`src/rtl/accum_frame_ctrl_if.sv`:
```
// Bundle of the three buses the frame controller sits between: the upstream
// sample stream, the accumulator datapath port and the downstream result stream.
// "master" is the controller's view, "slave" is the surrounding environment.
interface accum_frame_ctrl_if #(
   parameter int PAR_FACTOR = 4,
   parameter int DATA_WIDTH = 4,
   parameter int ACC_WIDTH  = 8
);
   // upstream sample stream
   logic                               s_valid;
   logic                               s_ready;
   logic [PAR_FACTOR*DATA_WIDTH-1:0]   s_data;

   // accumulator datapath
   logic                               acc_clr;
   logic                               acc_en;
   logic [PAR_FACTOR*DATA_WIDTH-1:0]   acc_data;
   logic [ACC_WIDTH-1:0]               acc_result;
   logic                               acc_ovf;

   // downstream result stream
   logic                               m_valid;
   logic                               m_ready;
   logic [ACC_WIDTH-1:0]               m_data;
   logic                               m_ovf;

   modport master (
      input  s_valid, s_data, acc_result, acc_ovf, m_ready,
      output s_ready, acc_clr, acc_en, acc_data, m_valid, m_data, m_ovf
   );

   modport slave (
      output s_valid, s_data, acc_result, acc_ovf, m_ready,
      input  s_ready, acc_clr, acc_en, acc_data, m_valid, m_data, m_ovf
   );
endinterface

```
`src/rtl/accum_frame_ctrl.sv`:
```
// Frame sequencer for the parallel accumulator: clear, admit frame_len beats,
// flush the datapath pipeline, then hold the captured sum until taken downstream.
module accum_frame_ctrl #(
   parameter int PAR_FACTOR = 4,
   parameter int DATA_WIDTH = 4,
   parameter int ACC_WIDTH  = 8,
   parameter int LEN_WIDTH  = 8,
   parameter int DP_LATENCY = 2
) (
   input  logic                 clk,
   input  logic                 rst,
   input  logic                 start,
   input  logic [LEN_WIDTH-1:0] frame_len,
   input  logic                 abort,
   accum_frame_ctrl_if.master   bus,
   output logic                 busy,
   output logic [LEN_WIDTH-1:0] beat_cnt
);

   localparam int LANE_BITS = PAR_FACTOR * DATA_WIDTH;
   localparam int DRAIN_W   = $clog2(DP_LATENCY + 1);

   typedef enum logic [2:0] {
      IDLE,
      CLEAR,
      ACCUM,
      DRAIN,
      OUTPUT
   } state_t;

   state_t                 state_q;
   state_t                 state_d;

   logic [LEN_WIDTH-1:0]   len_q;
   logic [LEN_WIDTH-1:0]   cnt_q;
   logic [DRAIN_W-1:0]     drain_q;
   logic                   sticky_q;
   logic                   m_valid_q;
   logic [ACC_WIDTH-1:0]   m_data_q;
   logic                   m_ovf_q;

   logic                   s_ready_c;
   logic                   acc_clr_c;
   logic                   acc_en_c;
   logic [LANE_BITS-1:0]   acc_data_c;

   logic                   kill;
   logic                   accept;
   logic                   last_beat;
   logic                   drain_done;
   logic                   out_taken;
   logic                   frame_go;

   // Event decode shared by the FSM and the datapath registers.
   assign kill       = abort && (state_q != IDLE);
   assign accept     = (state_q == ACCUM) && bus.s_valid;
   assign last_beat  = accept && (cnt_q == (len_q - LEN_WIDTH'(1)));
   assign drain_done = (state_q == DRAIN) && (drain_q == DRAIN_W'(1));
   assign out_taken  = (state_q == OUTPUT) && bus.m_ready;
   // A new frame may launch from IDLE or straight out of a taken result.
   assign frame_go   = start && (frame_len != '0) && !kill &&
                       ((state_q == IDLE) || out_taken);

   // State register.
   always_ff @(posedge clk or negedge rst) begin
      if (!rst) begin
         state_q <= IDLE;
      end else begin
         state_q <= state_d;
      end
   end

   // Next-state and datapath/handshake controls; abort overrides everything.
   always_comb begin
      state_d    = state_q;
      s_ready_c  = 1'b0;
      acc_clr_c  = 1'b0;
      acc_en_c   = 1'b0;
      acc_data_c = '0;

      case (state_q)
         IDLE: begin
            if (frame_go) begin
               state_d = CLEAR;
            end
         end
         CLEAR: begin
            acc_clr_c = 1'b1;
            state_d   = ACCUM;
         end
         ACCUM: begin
            s_ready_c  = 1'b1;
            acc_en_c   = bus.s_valid;
            acc_data_c = bus.s_data;
            if (last_beat) begin
               state_d = DRAIN;
            end
         end
         DRAIN: begin
            // zero beats push the last real beat through the datapath pipeline
            acc_en_c = 1'b1;
            if (drain_done) begin
               state_d = OUTPUT;
            end
         end
         OUTPUT: begin
            if (out_taken) begin
               state_d = frame_go ? CLEAR : IDLE;
            end
         end
         default: begin
            state_d = IDLE;
         end
      endcase

      if (kill) begin
         state_d = IDLE;
      end
   end

   // Frame length, latched only when a frame actually launches.
   always_ff @(posedge clk or negedge rst) begin
      if (!rst) begin
         len_q <= '0;
      end else if (frame_go) begin
         len_q <= frame_len;
      end
   end

   // Accepted-beat counter; holds its final value until the next frame or abort.
   always_ff @(posedge clk or negedge rst) begin
      if (!rst) begin
         cnt_q <= '0;
      end else if (kill || frame_go || (state_q == CLEAR)) begin
         cnt_q <= '0;
      end else if (accept) begin
         cnt_q <= cnt_q + LEN_WIDTH'(1);
      end
   end

   // Flush-cycle counter, armed by the last accepted beat.
   always_ff @(posedge clk or negedge rst) begin
      if (!rst) begin
         drain_q <= '0;
      end else if (last_beat) begin
         drain_q <= DRAIN_W'(DP_LATENCY);
      end else if (state_q == DRAIN) begin
         drain_q <= drain_q - DRAIN_W'(1);
      end
   end

   // Sticky overflow across the whole frame, so a transient pulse is not lost.
   always_ff @(posedge clk or negedge rst) begin
      if (!rst) begin
         sticky_q <= 1'b0;
      end else if (state_q == CLEAR) begin
         sticky_q <= 1'b0;
      end else if ((state_q == ACCUM) || (state_q == DRAIN)) begin
         sticky_q <= sticky_q | bus.acc_ovf;
      end
   end

   // Result capture and output valid; abort discards a pending result.
   always_ff @(posedge clk or negedge rst) begin
      if (!rst) begin
         m_valid_q <= 1'b0;
         m_data_q  <= '0;
         m_ovf_q   <= 1'b0;
      end else if (kill) begin
         m_valid_q <= 1'b0;
      end else if (drain_done) begin
         m_valid_q <= 1'b1;
         m_data_q  <= bus.acc_result;
         m_ovf_q   <= sticky_q | bus.acc_ovf;
      end else if (out_taken) begin
         m_valid_q <= 1'b0;
      end
   end

   assign bus.s_ready  = s_ready_c;
   assign bus.acc_clr  = acc_clr_c;
   assign bus.acc_en   = acc_en_c;
   assign bus.acc_data = acc_data_c;
   assign bus.m_valid  = m_valid_q;
   assign bus.m_data   = m_data_q;
   assign bus.m_ovf    = m_ovf_q;
   assign busy         = (state_q != IDLE);
   assign beat_cnt     = cnt_q;

   // Input and output sides are never open at the same time.
   a_no_overlap : assert property (@(posedge clk) disable iff (!rst)
      !(s_ready_c && m_valid_q));

   // The clear pulse is always exactly one cycle wide.
   a_clr_single : assert property (@(posedge clk) disable iff (!rst)
      acc_clr_c |=> !acc_clr_c);

   // A stalled result stays put until taken or aborted.
   a_hold_result : assert property (@(posedge clk) disable iff (!rst)
      (m_valid_q && !bus.m_ready && !abort) |=> (m_valid_q && $stable(m_data_q) && $stable(m_ovf_q)));

endmodule

```
`src/flat_wrapper.sv`:
```
// flat-port wrapper written by rule: the top's interface ports become plain ports
module accum_frame_ctrl_flat 
#(
   parameter int PAR_FACTOR = 4,
   parameter int DATA_WIDTH = 4,
   parameter int ACC_WIDTH  = 8,
   parameter int LEN_WIDTH  = 8,
   parameter int DP_LATENCY = 2
)
  (clk, rst, start, frame_len, abort, busy, beat_cnt, bus_s_valid, bus_s_data, bus_acc_result, bus_acc_ovf, bus_m_ready, bus_s_ready, bus_acc_clr, bus_acc_en, bus_acc_data, bus_m_valid, bus_m_data, bus_m_ovf);
  accum_frame_ctrl_if #(.PAR_FACTOR(PAR_FACTOR), .DATA_WIDTH(DATA_WIDTH), .ACC_WIDTH(ACC_WIDTH)) bus_i ();
  input  logic clk;
  input  logic rst;
  input  logic start;
  input  logic [LEN_WIDTH-1:0] frame_len;
  input  logic abort;
  output logic busy;
  output logic [LEN_WIDTH-1:0] beat_cnt;
  input wire logic [$bits(bus_i.s_valid)-1:0] bus_s_valid;
  input wire logic [$bits(bus_i.s_data)-1:0] bus_s_data;
  input wire logic [$bits(bus_i.acc_result)-1:0] bus_acc_result;
  input wire logic [$bits(bus_i.acc_ovf)-1:0] bus_acc_ovf;
  input wire logic [$bits(bus_i.m_ready)-1:0] bus_m_ready;
  output wire logic [$bits(bus_i.s_ready)-1:0] bus_s_ready;
  output wire logic [$bits(bus_i.acc_clr)-1:0] bus_acc_clr;
  output wire logic [$bits(bus_i.acc_en)-1:0] bus_acc_en;
  output wire logic [$bits(bus_i.acc_data)-1:0] bus_acc_data;
  output wire logic [$bits(bus_i.m_valid)-1:0] bus_m_valid;
  output wire logic [$bits(bus_i.m_data)-1:0] bus_m_data;
  output wire logic [$bits(bus_i.m_ovf)-1:0] bus_m_ovf;
  assign bus_i.s_valid = bus_s_valid;
  assign bus_i.s_data = bus_s_data;
  assign bus_i.acc_result = bus_acc_result;
  assign bus_i.acc_ovf = bus_acc_ovf;
  assign bus_i.m_ready = bus_m_ready;
  assign bus_s_ready = bus_i.s_ready;
  assign bus_acc_clr = bus_i.acc_clr;
  assign bus_acc_en = bus_i.acc_en;
  assign bus_acc_data = bus_i.acc_data;
  assign bus_m_valid = bus_i.m_valid;
  assign bus_m_data = bus_i.m_data;
  assign bus_m_ovf = bus_i.m_ovf;
  accum_frame_ctrl #(.PAR_FACTOR(PAR_FACTOR), .DATA_WIDTH(DATA_WIDTH), .ACC_WIDTH(ACC_WIDTH), .LEN_WIDTH(LEN_WIDTH), .DP_LATENCY(DP_LATENCY)) u_core (.clk(clk), .rst(rst), .start(start), .frame_len(frame_len), .abort(abort), .bus(bus_i), .busy(busy), .beat_cnt(beat_cnt));
endmodule
```
`config.mk`:
```
export PLATFORM = sky130hd
export DESIGN_NAME = accum_frame_ctrl_flat
export DESIGN_NICKNAME = d
export VERILOG_FILES = /design/src/rtl/accum_frame_ctrl_if.sv /design/src/rtl/accum_frame_ctrl.sv /design/src/flat_wrapper.sv
export SDC_FILE = /design/constraint.sdc
export NUM_CORES = 1
export LEC_CHECK = 0
export BUFFER_PORTS_ARGS = -buffer_cell sky130_fd_sc_hd__buf_2
export CORE_MARGIN = 2
export CORE_UTILIZATION = 50
export CTS_BUF_LIST = sky130_fd_sc_hd__clkbuf_16
export DETAILED_ROUTE_END_ITERATION = 7
export PLACE_DENSITY = 0.92
export SLEW_MARGIN = 20
export SYNTH_ARGS = -nofsm -noshare
export SYNTH_HDL_FRONTEND = slang
export SYNTH_SLANG_ARGS = --single-unit
```
`constraint.sdc`:
```
create_clock -name clk -period 3.8 [get_ports clk]
set_input_delay 0.38 -clock clk [delete_from_list [all_inputs] [get_ports clk]]
set_output_delay 0.38 -clock clk [all_outputs]
set_load 0.01 [all_outputs]
```
Yosys cells after proc, flatten, opt, wreduce, memory -nomap -nowiden:

Index checks and enable logic that the tools add are counted.

* bits in registers: 32
* bits of input ports: 39
* output and inout bits: 38

* $add $sub $neg: 3
* equal/unequal tests: 10
* muxes and demuxes: 20
* bitwise operators: 2
* reductions and logical operators: 22

Operator list (count)
* $mux W16: 1
* $mux W8: 2
* $mux W3: 5
* $pmux W3 S5: 1
* $ne A3 B1 Y1 const B: 4
* $add A8 B1 Y8 const B: 1
* $eq A8 B8 Y1: 1
* $logic_and A1 B1 Y1: 8
* $mux W1: 8
* $reduce_bool A8 Y1: 1
* $sub A8 B1 Y8 const B: 1
* $eq A3 B2 Y1 const B: 2
* $reduce_bool A2 Y1: 3
* $reduce_bool A3 Y1: 2
* $logic_or A1 B1 Y1: 4
* $mux W2: 2
* $reduce_and A4 Y1: 1
* $eq A3 B1 Y1 const B: 1
* $eq A3 B3 Y1 const B: 1
* $logic_not A3 Y1: 1
* $eq A2 B1 Y1 const B: 1
* $pmux W1 S2: 1
* $reduce_and A2 Y1: 1
* $sub A2 B1 Y2 const B: 1
* other kinds (3): 3

Depth between registers and ports, before layout:

Gate-level depths: netlist of the first run.

* word-level depth: 9
* gate-level depth with buffers: 8
* mapped depth without buffers: 8

Least setup slack after synthesis of the first run:

Ideal clock, no wire load.

* path kind: register to register
* start point: register u_core.state_q[2]
* end point: register u_core.cnt_q[5], in the netlist u_core.beat_cnt[5]
* library setup time: 135 ps
* arrival time: 1535 ps
* data required time: 3665 ps
* setup slack: 2130 ps
* stages on the path, launching flop included: 9
* path buffers: 2
* period minus slack after synthesis: 1670 ps
* path through: dfrtp_1 -> buf_6 -> nor3b_4 -> and2_1 -> buf_6 -> and3_4 -> nand4_1 -> xor2_1 -> nor2_2

* longest elaborated chain between the ends: 8

Ends and longest elaborated chain
* from (decl): line accum_frame_ctrl.sv:31 `state_t state_q;`
* from (signal assigned): line accum_frame_ctrl.sv:69 `state_q <= state_d;`
* $reduce_bool A3 Y1: line accum_frame_ctrl.sv:55 `assign kill = abort && (state_q != IDLE);`
* $logic_and A1 B1 Y1: line accum_frame_ctrl.sv:55
* $logic_not A1 Y1: line accum_frame_ctrl.sv:61 `assign frame_go = start && (frame_len != '0) && !kill &&`
* $logic_and A1 B1 Y1 (2 in series): line accum_frame_ctrl.sv:61
* $logic_or A1 B1 Y1 (2 in series): line accum_frame_ctrl.sv:134 `end else if (kill || frame_go || (state_q == CLEAR)) begin`
* $mux W8 or $reduce_bool A2 Y1 (tied branches)
* to (signal assigned): line accum_frame_ctrl.sv:137 `cnt_q <= cnt_q + LEN_WIDTH'(1);`
* to (decl): line accum_frame_ctrl.sv:35 `logic [LEN_WIDTH-1:0] cnt_q;`

Several ways; a longest one is shown, not always the timed one.
A chain may end at the register's enable or synchronous reset.

Final worst setup path of the first run:

* start point: register u_core.state_q[1]
* end point: register u_core.state_q[0]

* longest elaborated chain between the ends: 9

Ends and longest elaborated chain
* $reduce_bool A3 Y1: line accum_frame_ctrl.sv:55
* $logic_and A1 B1 Y1: line accum_frame_ctrl.sv:55
* $logic_not A1 Y1: line accum_frame_ctrl.sv:61
* $logic_and A1 B1 Y1 (2 in series): line accum_frame_ctrl.sv:61
* $mux W1: line accum_frame_ctrl.sv:108 `state_d = frame_go ? CLEAR : IDLE;`
* $mux W3: line accum_frame_ctrl.sv:107 `if (out_taken) begin`
* $pmux W3 S5: line accum_frame_ctrl.sv:81 `case (state_q)`
* $mux W3: line accum_frame_ctrl.sv:116 `if (kill) begin`

Several ways; a longest one is shown, not always the timed one. The select of a mux whose other input is x is not followed.

==> results.md, run 1 <==
* Clock skew at 0.00380 ns
* Ys async rst share at 100%
* TritonRoute pass-1 iters at 4
* Clk pin slew, worst setup/hold paths at around 0.050 ns
* Routed vias/inst at 5.11
* # rows at 22
* Hold Fails Final Rpt at 0
* Post-CTS Hold Buffers at 0
* Antenna violations before repair at 0
* Slew Viols, Final at 0
* Nets at 302
* Remaining global-route overflow at 0
* RR Startpoint: u_core.state_q[1]
* Yosys reg bits at 32
* Filler cells at ~300
* N_diodes at 0
* Unrepaired setup endpoints after global routing: false
* Grt met2 use at between 30% and 40%
* Crit-path max FO at 19
* Count of flip-flops with a built-in enable after synthesis at 0
* Post-CTS sizing at 0
* Largest net degree at the start of global routing at 33
* Vias in the first global route at 1463
* M3 GR Usage at approximately 4.7%
* Minimum clock period at roughly 2.1 ns
* Pwr Density at around 630 mW/mm^2
* Part of the cycle the worst path needs at 55.5%
* Mean Syn Cell Area at 9.99 um^2
* Vert. Die Dim at between 60 and 70 um
* Grt peak-use layer: met2
* Pleak at 1.23 nW
* GP Congestion at 0.882
* Port bufs at 76
* Clock latency on the worst-skew pair at 0.28 ns
* Layout cell share with drive strength beyond 1 at 40.8%
* Fmax at between 400 and 500 MHz
* DR iter-0 viols at 47
* GR Util met1 at ~27%
* First-pass GRT wire length at 6510 um
* Initial Utilization at 51.0%
* Die W at ~65 um
* Clock Sinks at 32
* Startpoint types: flip-flop
* Maxcap violations at 0
* Headroom to the max-slew limit at 52.6%
* Worst Path Arrival at between 2 and 2.5 ns
* Commonest non-fill, non-tap cells in the layout: buf_2, dfrtp_1, nor2_1, and2_1, mux2_2
* Worst setup path start: u_core.state_q[1]
* Clock root buffer: clkbuf_16
* CP Class: flip-flop to flip-flop
* TritonCTS Buffers at 5
* R2R setup slack at 1.69 ns
* WL final at 3910 um
* Worst r2r dst: u_core.state_q[0]
* Distinct cells, synth at 40
* Worst Hold Class: input port to asynchronous set/reset pin
* Post-DP HPWL at 3010 um
* Syn Inst Count at between 150 and 200
* CP Capture Type: flip-flop
* Area Growth Syn to Fin at 28.7%
* ANT nets after route at 0
* H-Tree Depth at 2
* Primary FF master, synth: dfrtp_1
* Critical Path RT at 4.02 ns
* CTS tree: yes
* Core area at 0.00361 mm^2
* CTS max path bufs at 2
* Slew @ Worst Pin at 0.711 ns
* Syn Std Cell Area at around 0.0018 mm^2
* Worst setup path endpoint: u_core.state_q[0]
* Status: finished, final reports clean
* VDD IR-drop max at 0.414 mV
* Commonest non-fill, non-tap cell in the layout: buf_2
* GRT Total Usage at between 20% and 30%
* Worst r2r path cells at 5
* Warning count from the yosys run at 0
* Num ports at 77
* Power Total at 1.49 mW
* Routed WL per cell at 12.7 um
* Finish-stage setup viols at 0
* Register area share after synthesis at 43.6%
* Total number of vias at 1575
* Total Neg Setup Slack at 0 ns
* Postcts setup bufs at 0
* Full die area at 0.00418 mm^2
* Post-Syn Nets at 226
* Residual DRC at 0
-- how the worst min path moves through the flow --
stage               startpoint                   end  slack, ns  depth (start not counted)
finish                     rst  u_core.bus.m_data[7]       0.16                          1
floorplan                  rst    u_core.beat_cnt[0]       0.08                          0
CTS                        rst  u_core.bus.m_data[4]       0.18                          1
global route               rst       u_core.len_q[2]       0.22                          1
global placement           rst  u_core.bus.m_data[7]       0.46                          1
detailed placement         rst  u_core.bus.m_data[7]       0.47                          1
-- stage by stage --
step                util, %  std cells  setup slack [ns]  hold slack, ns  instance area [um^2]
floorplan                 -        184              2.13          0.0844                  1840
global placement       61.9        301              1.75           0.458                  2230
detailed placement     61.9        301              1.66           0.468                  2230
CTS                    65.6        308              1.65           0.179                  2360
global route           65.6        308              1.44           0.223                  2360
finish                 65.6        308              1.69           0.157                  2360
-- where the power goes --
group          internal (mW)  switching (mW)  total (mW)  leakage [nW]
clock                  0.234           0.131       0.365        0.0709
sequential             0.445           0.114       0.559         0.415
combinational          0.279           0.289       0.568         0.745
total                  0.959           0.533        1.49          1.23
-- flip-flops by register name, indices dropped and copies added, names as in the netlist --
name	flops
u_core.len_q	8
u_core.bus.m_valid	1
u_core.sticky_q	1
u_core.beat_cnt	8
u_core.bus.m_data	8
u_core.drain_q	2
u_core.bus.m_ovf	1
u_core.state_q	3
-- synth_stat cells, types with 3 or more instances --
| library cell | n | area, um^2 |
|---|---|---|
| a21oi_1 | 6 | 30.0 |
| and2_1 | 18 | 113 |
| dfrtp_1 | 32 | 801 |
| ha_1 | 3 | 37.5 |
| inv_1 | 8 | 30.0 |
| mux2_2 | 17 | 191 |
| nand2_1 | 10 | 37.5 |
| nand2b_1 | 3 | 18.8 |
| nand3_1 | 3 | 15.0 |
| nand4_1 | 5 | 31.3 |
| nor2_1 | 19 | 71.3 |
| nor4_1 | 4 | 25.0 |
| o21ai_0 | 9 | 45.0 |
| xnor2_1 | 5 | 43.8 |
| xor2_1 | 10 | 87.6 |
-- worst max-delay path: stages, from the launching register on --
cell and delay [ns]:
dfrtp_1 0.52, nor3b_4 0.51, and2_1 0.35, nand4_1 0.14, nor4_2 0.34, o211a_1 0.18
-- cell families after synthesis --
kind of cell,after synthesis,share of synthesized area [%]
muxes,18,11.0
and+or+nand+nor,76,23.2
DFF,32,43.6
adders and majority gates,3,2.04
buffers and inverters,15,4.22
AOI/OAI and AO/OA,25,8.85
xor gates and xnor gates,15,7.15
-- area by class of cell --
cell class,instances,area (um^2),area share (%)
clock inverter,2,8.76,0.370
multi-input combinational,137,960,40.6
inverter,8,30.0,1.27
clock buffer,5,125,5.29
sequential,32,801,33.9
timing repair buffer,76,380,16.1
tap,48,60.1,2.54
-- routing by layer --
metal	share of wire [%]	wire length [um]	vias to the layer above
met5	0	0	-
met4	1.6	62	0
met3	5.2	204	6
met2	49	1900	40
met1	45	1740	749
li1	-	-	780
Power figures use the tool's default switching activity.
==> run 2, diff against run 1 <==
--- a/config.mk
+++ b/config.mk
@@ -7,10 +7,10 @@
 export LEC_CHECK = 0
 export BUFFER_PORTS_ARGS = -buffer_cell sky130_fd_sc_hd__buf_2
 export CORE_MARGIN = 2
-export CORE_UTILIZATION = 50
+export CORE_UTILIZATION = 43
 export CTS_BUF_LIST = sky130_fd_sc_hd__clkbuf_16
 export DETAILED_ROUTE_END_ITERATION = 7
-export PLACE_DENSITY = 0.92
+export PLACE_DENSITY = 0.85
 export SLEW_MARGIN = 20
 export SYNTH_ARGS = -nofsm -noshare
 export SYNTH_HDL_FRONTEND = slang
==> constraint.sdc (replaced) <==
create_clock -name clk -period 1.8 [get_ports clk]
set_input_delay 0.18 -clock clk [delete_from_list [all_inputs] [get_ports clk]]
set_output_delay 0.18 -clock clk [all_outputs]
set_load 0.01 [all_outputs]
==> run 2 against run 1 <==
Sequential power rose by 100%. Hold slack worse by 0.025 ns. Via count rose by 4.8%. Power grew 140%. Register-to-register slack worse by 1.7 ns. Flip-flop and latch count is the same. Clock skew down 0.00080 ns. Combinational power grew to 2.6 times the previous value. Count of clock-buffer cells in the layout unchanged. Sequential share of layout area fell by 2.4 points. Global-route usage shrank 0.95 points.
==> results.md, run 2 (same netlist as run 1, synthesis figures left out) <==
* Status: finished, final reports clean
* Design Area, Final at 0.00255 mm^2 (+7.9%)
* Post-DP HPWL at 3360 um (+12%)
* Routed WL per cell at 13.8 um (+8.6%)
* Clk pin slew, worst setup/hold paths at 0.05 ns (about the same)
* R2R setup slack at 0.04 ns (-1.66 ns)
* Residual DRC at 0 (unchanged)
* Unrepaired setup endpoints after global routing: true
* CTS tree: yes
* # rows at 23 (+4.5%)
* Hold Path Sink: u_core.bus.m_data[5]
* Clock Sinks at 32 (unchanged)
* WL final at 4490 um (+15%)
* Hold wc startpoint: bus_acc_result[5]
* Crit-path cells: inv_1 -> ha_4 -> nand3b_1 -> xnor2_1 -> mux2_2 -> nor4_4 -> o211a_1
* CTS max path bufs at 2 (unchanged)
* Minimum clock period at 1.76 ns (-0.343 ns)
* Worst r2r dst: u_core.state_q[0]
* Headroom to the max-slew limit at 51.8% (-0.75 points)
* Sw frac at 35.0% (-0.76 points)
* Commonest non-fill, non-tap cells in the layout: buf_2, dfrtp_1, nor2_1, and2_1, mux2_2
* Fmax at 567 MHz (+19%)
* Number of cells on the critical path at 7 (+2)
* Port bufs at 76 (unchanged)
* Routed vias/inst at 5.06 (-0.96%)
* Slowest cell delay on critical path at 0.41 ns (-0.11 ns)
* Hold Slack at 0.132 ns (-0.0249 ns)
* Finish-stage setup viols at 0 (unchanged)
* Hold Fails Final Rpt at 0 (unchanged)
* Clock root buffer: clkbuf_16
* CP Capture Type: flip-flop
* Full die area at 0.00481 mm^2 (+15%)
* Logic pwr share at 41.6% (+3.5 points)
* Critical Path RT at 2.02 ns (-2.00 ns)
* Num ports at 77 (unchanged)
* Total number of vias at 1651 (+4.8%)
* TritonCTS Buffers at 5 (unchanged)
* Layout cell share with drive strength beyond 1 at 45.3% (+4.5 points)
* Slew Viols, Final at 0 (unchanged)
* Filler cells at 336 (+13%)
* CP delay by family, top: flip-flops
* Nets at 317 (+5.0%)
* Initial Utilization at 45.3% (-5.7 points)
* Antenna violations before repair at 0 (unchanged)
* Placed cell area at 0.00233 mm^2 (+4.5%)
* Pwr Density at 1410 mW/mm^2 (+120%)
* CP Class: flip-flop to flip-flop
* Worst r2r path cells at 7 (+2)
* Pleak at 1.32 nW (+7.3%)
* GP Congestion at 0.878 (-0.50%)
* Core area at 0.00406 mm^2 (+13%)
* P_int at 2.33 mW (+140%)
* Die W at 69.4 um (+7.3%)
* Vert. Die Dim at 69.4 um (+7.3%)
* Hold path depth at 2
* Sequential Power Share at 31.7% (-5.8 points)
* VDD IR-drop max at 0.873 mV (+110%)
* Clock skew at 0.00300 ns (-0.000797 ns)
* N_diodes at 0 (unchanged)
* H-Tree Depth at 2 (unchanged)
* RR Startpoint: u_core.len_q[1]
* Remaining global-route overflow at 0 (unchanged)
* Largest net degree at the start of global routing at 33 (unchanged)
* Worst Path Buf+Inv at 1 (+1)
* Part of the cycle the worst path needs at 98.0% (+43 points)
* Clock power frac at 26.8% (+2.3 points)
* Slowest stage cell on the critical path: dfrtp_1
* DR iter-0 viols at 89 (+89%)
* Startpoint types: flip-flop
* TritonRoute pass-1 iters at 4 (unchanged)
* P_sw at 1.25 mW (+140%)
* Crit-path max FO at 5 (-14)
* Maxcap violations at 0 (unchanged)
* Slew @ Worst Pin at 0.722 ns (+0.0113 ns)
* Worst Hold Class: input port to flip-flop
* Total Neg Setup Slack at 0 ns (unchanged)
* Power Total at 3.59 mW (+140%)
* Worst Path Arrival at 1.98 ns (-0.34 ns)
* GRT Total Usage at 19.4% (-0.95 points)
* Clock latency on the worst-skew pair at 0.28 ns (about the same)
* Util after Layout at 62.9% (-2.7 points)
* First-pass GRT wire length at 7650 um (+18%)
* Area Growth Syn to Fin at 38.8%
* Commonest non-fill, non-tap cell in the layout: buf_2
* Vias in the first global route at 1704 (+16%)
* ANT nets after route at 0 (unchanged)
## run 2: metal layers
layer | share of wire (%) | vias up | GRT usage (%)
met2 | 52 | 53 | 34.0
li1 | - | 815 | -
met1 | 42 | 777 | 23.4
met3 | 5.1 | 6 | 5.38
met5 | 0 | - | 0
met4 | 0.94 | 0 | 4.79
## run 2: per-stage QoR
step | std cells | setup WS, ns
finish | 326 | 0.0356
global route | 326 | -0.0327
CTS | 325 | 0.00279
detailed placement | 316 | -0.0147
global placement | 316 | 0.0879
floorplan | 184 | 0.130
## run 2: power by group through the flow
stage          combinational, mW  sequential, mW  clock [mW]
3_5_place_dp                1.40            1.13           0
3_3_place_gp                1.34            1.11           0
5_1_grt                     1.65            1.17        1.01
2_1_floorplan              0.867            1.14           0
4_1_cts                     1.44            1.12       0.974
6_report                    1.49            1.14       0.960
## run 2: area by class of cell
type                            count  area [um^2]  share of cell area, %
Clock buffer                        5          125                   4.90
Clock inverter                      3         42.5                   1.67
Inverter                            8         30.0                   1.18
Multi-Input combinational cell    137          993                   38.9
Sequential cell                    32          802                   31.4
Tap cell                           50         62.6                   2.45
Timing Repair Buffer               91          495                   19.4
## run 2: how the worst max path moves through the flow
stage | from | to | slack [ns]
final | u_core.len_q[1] | u_core.state_q[0] | 0.04
after global placement | u_core.len_q[1] | u_core.state_q[0] | 0.09
after detailed placement | u_core.len_q[2] | u_core.state_q[0] | -0.01
after CTS | u_core.len_q[1] | u_core.state_q[0] | 0.003
after global routing | u_core.len_q[1] | u_core.state_q[0] | -0.03
after floorplan | u_core.state_q[2] | u_core.beat_cnt[5] | 0.13
## run 2: repair_timing
item,4_1_cts,5_1_grt
hold buffers,1,0
resized for setup,2,4
setup endpoints to repair,3,4
cloned,0,0
hold endpoints to repair,32,0
setup buffers,0,1
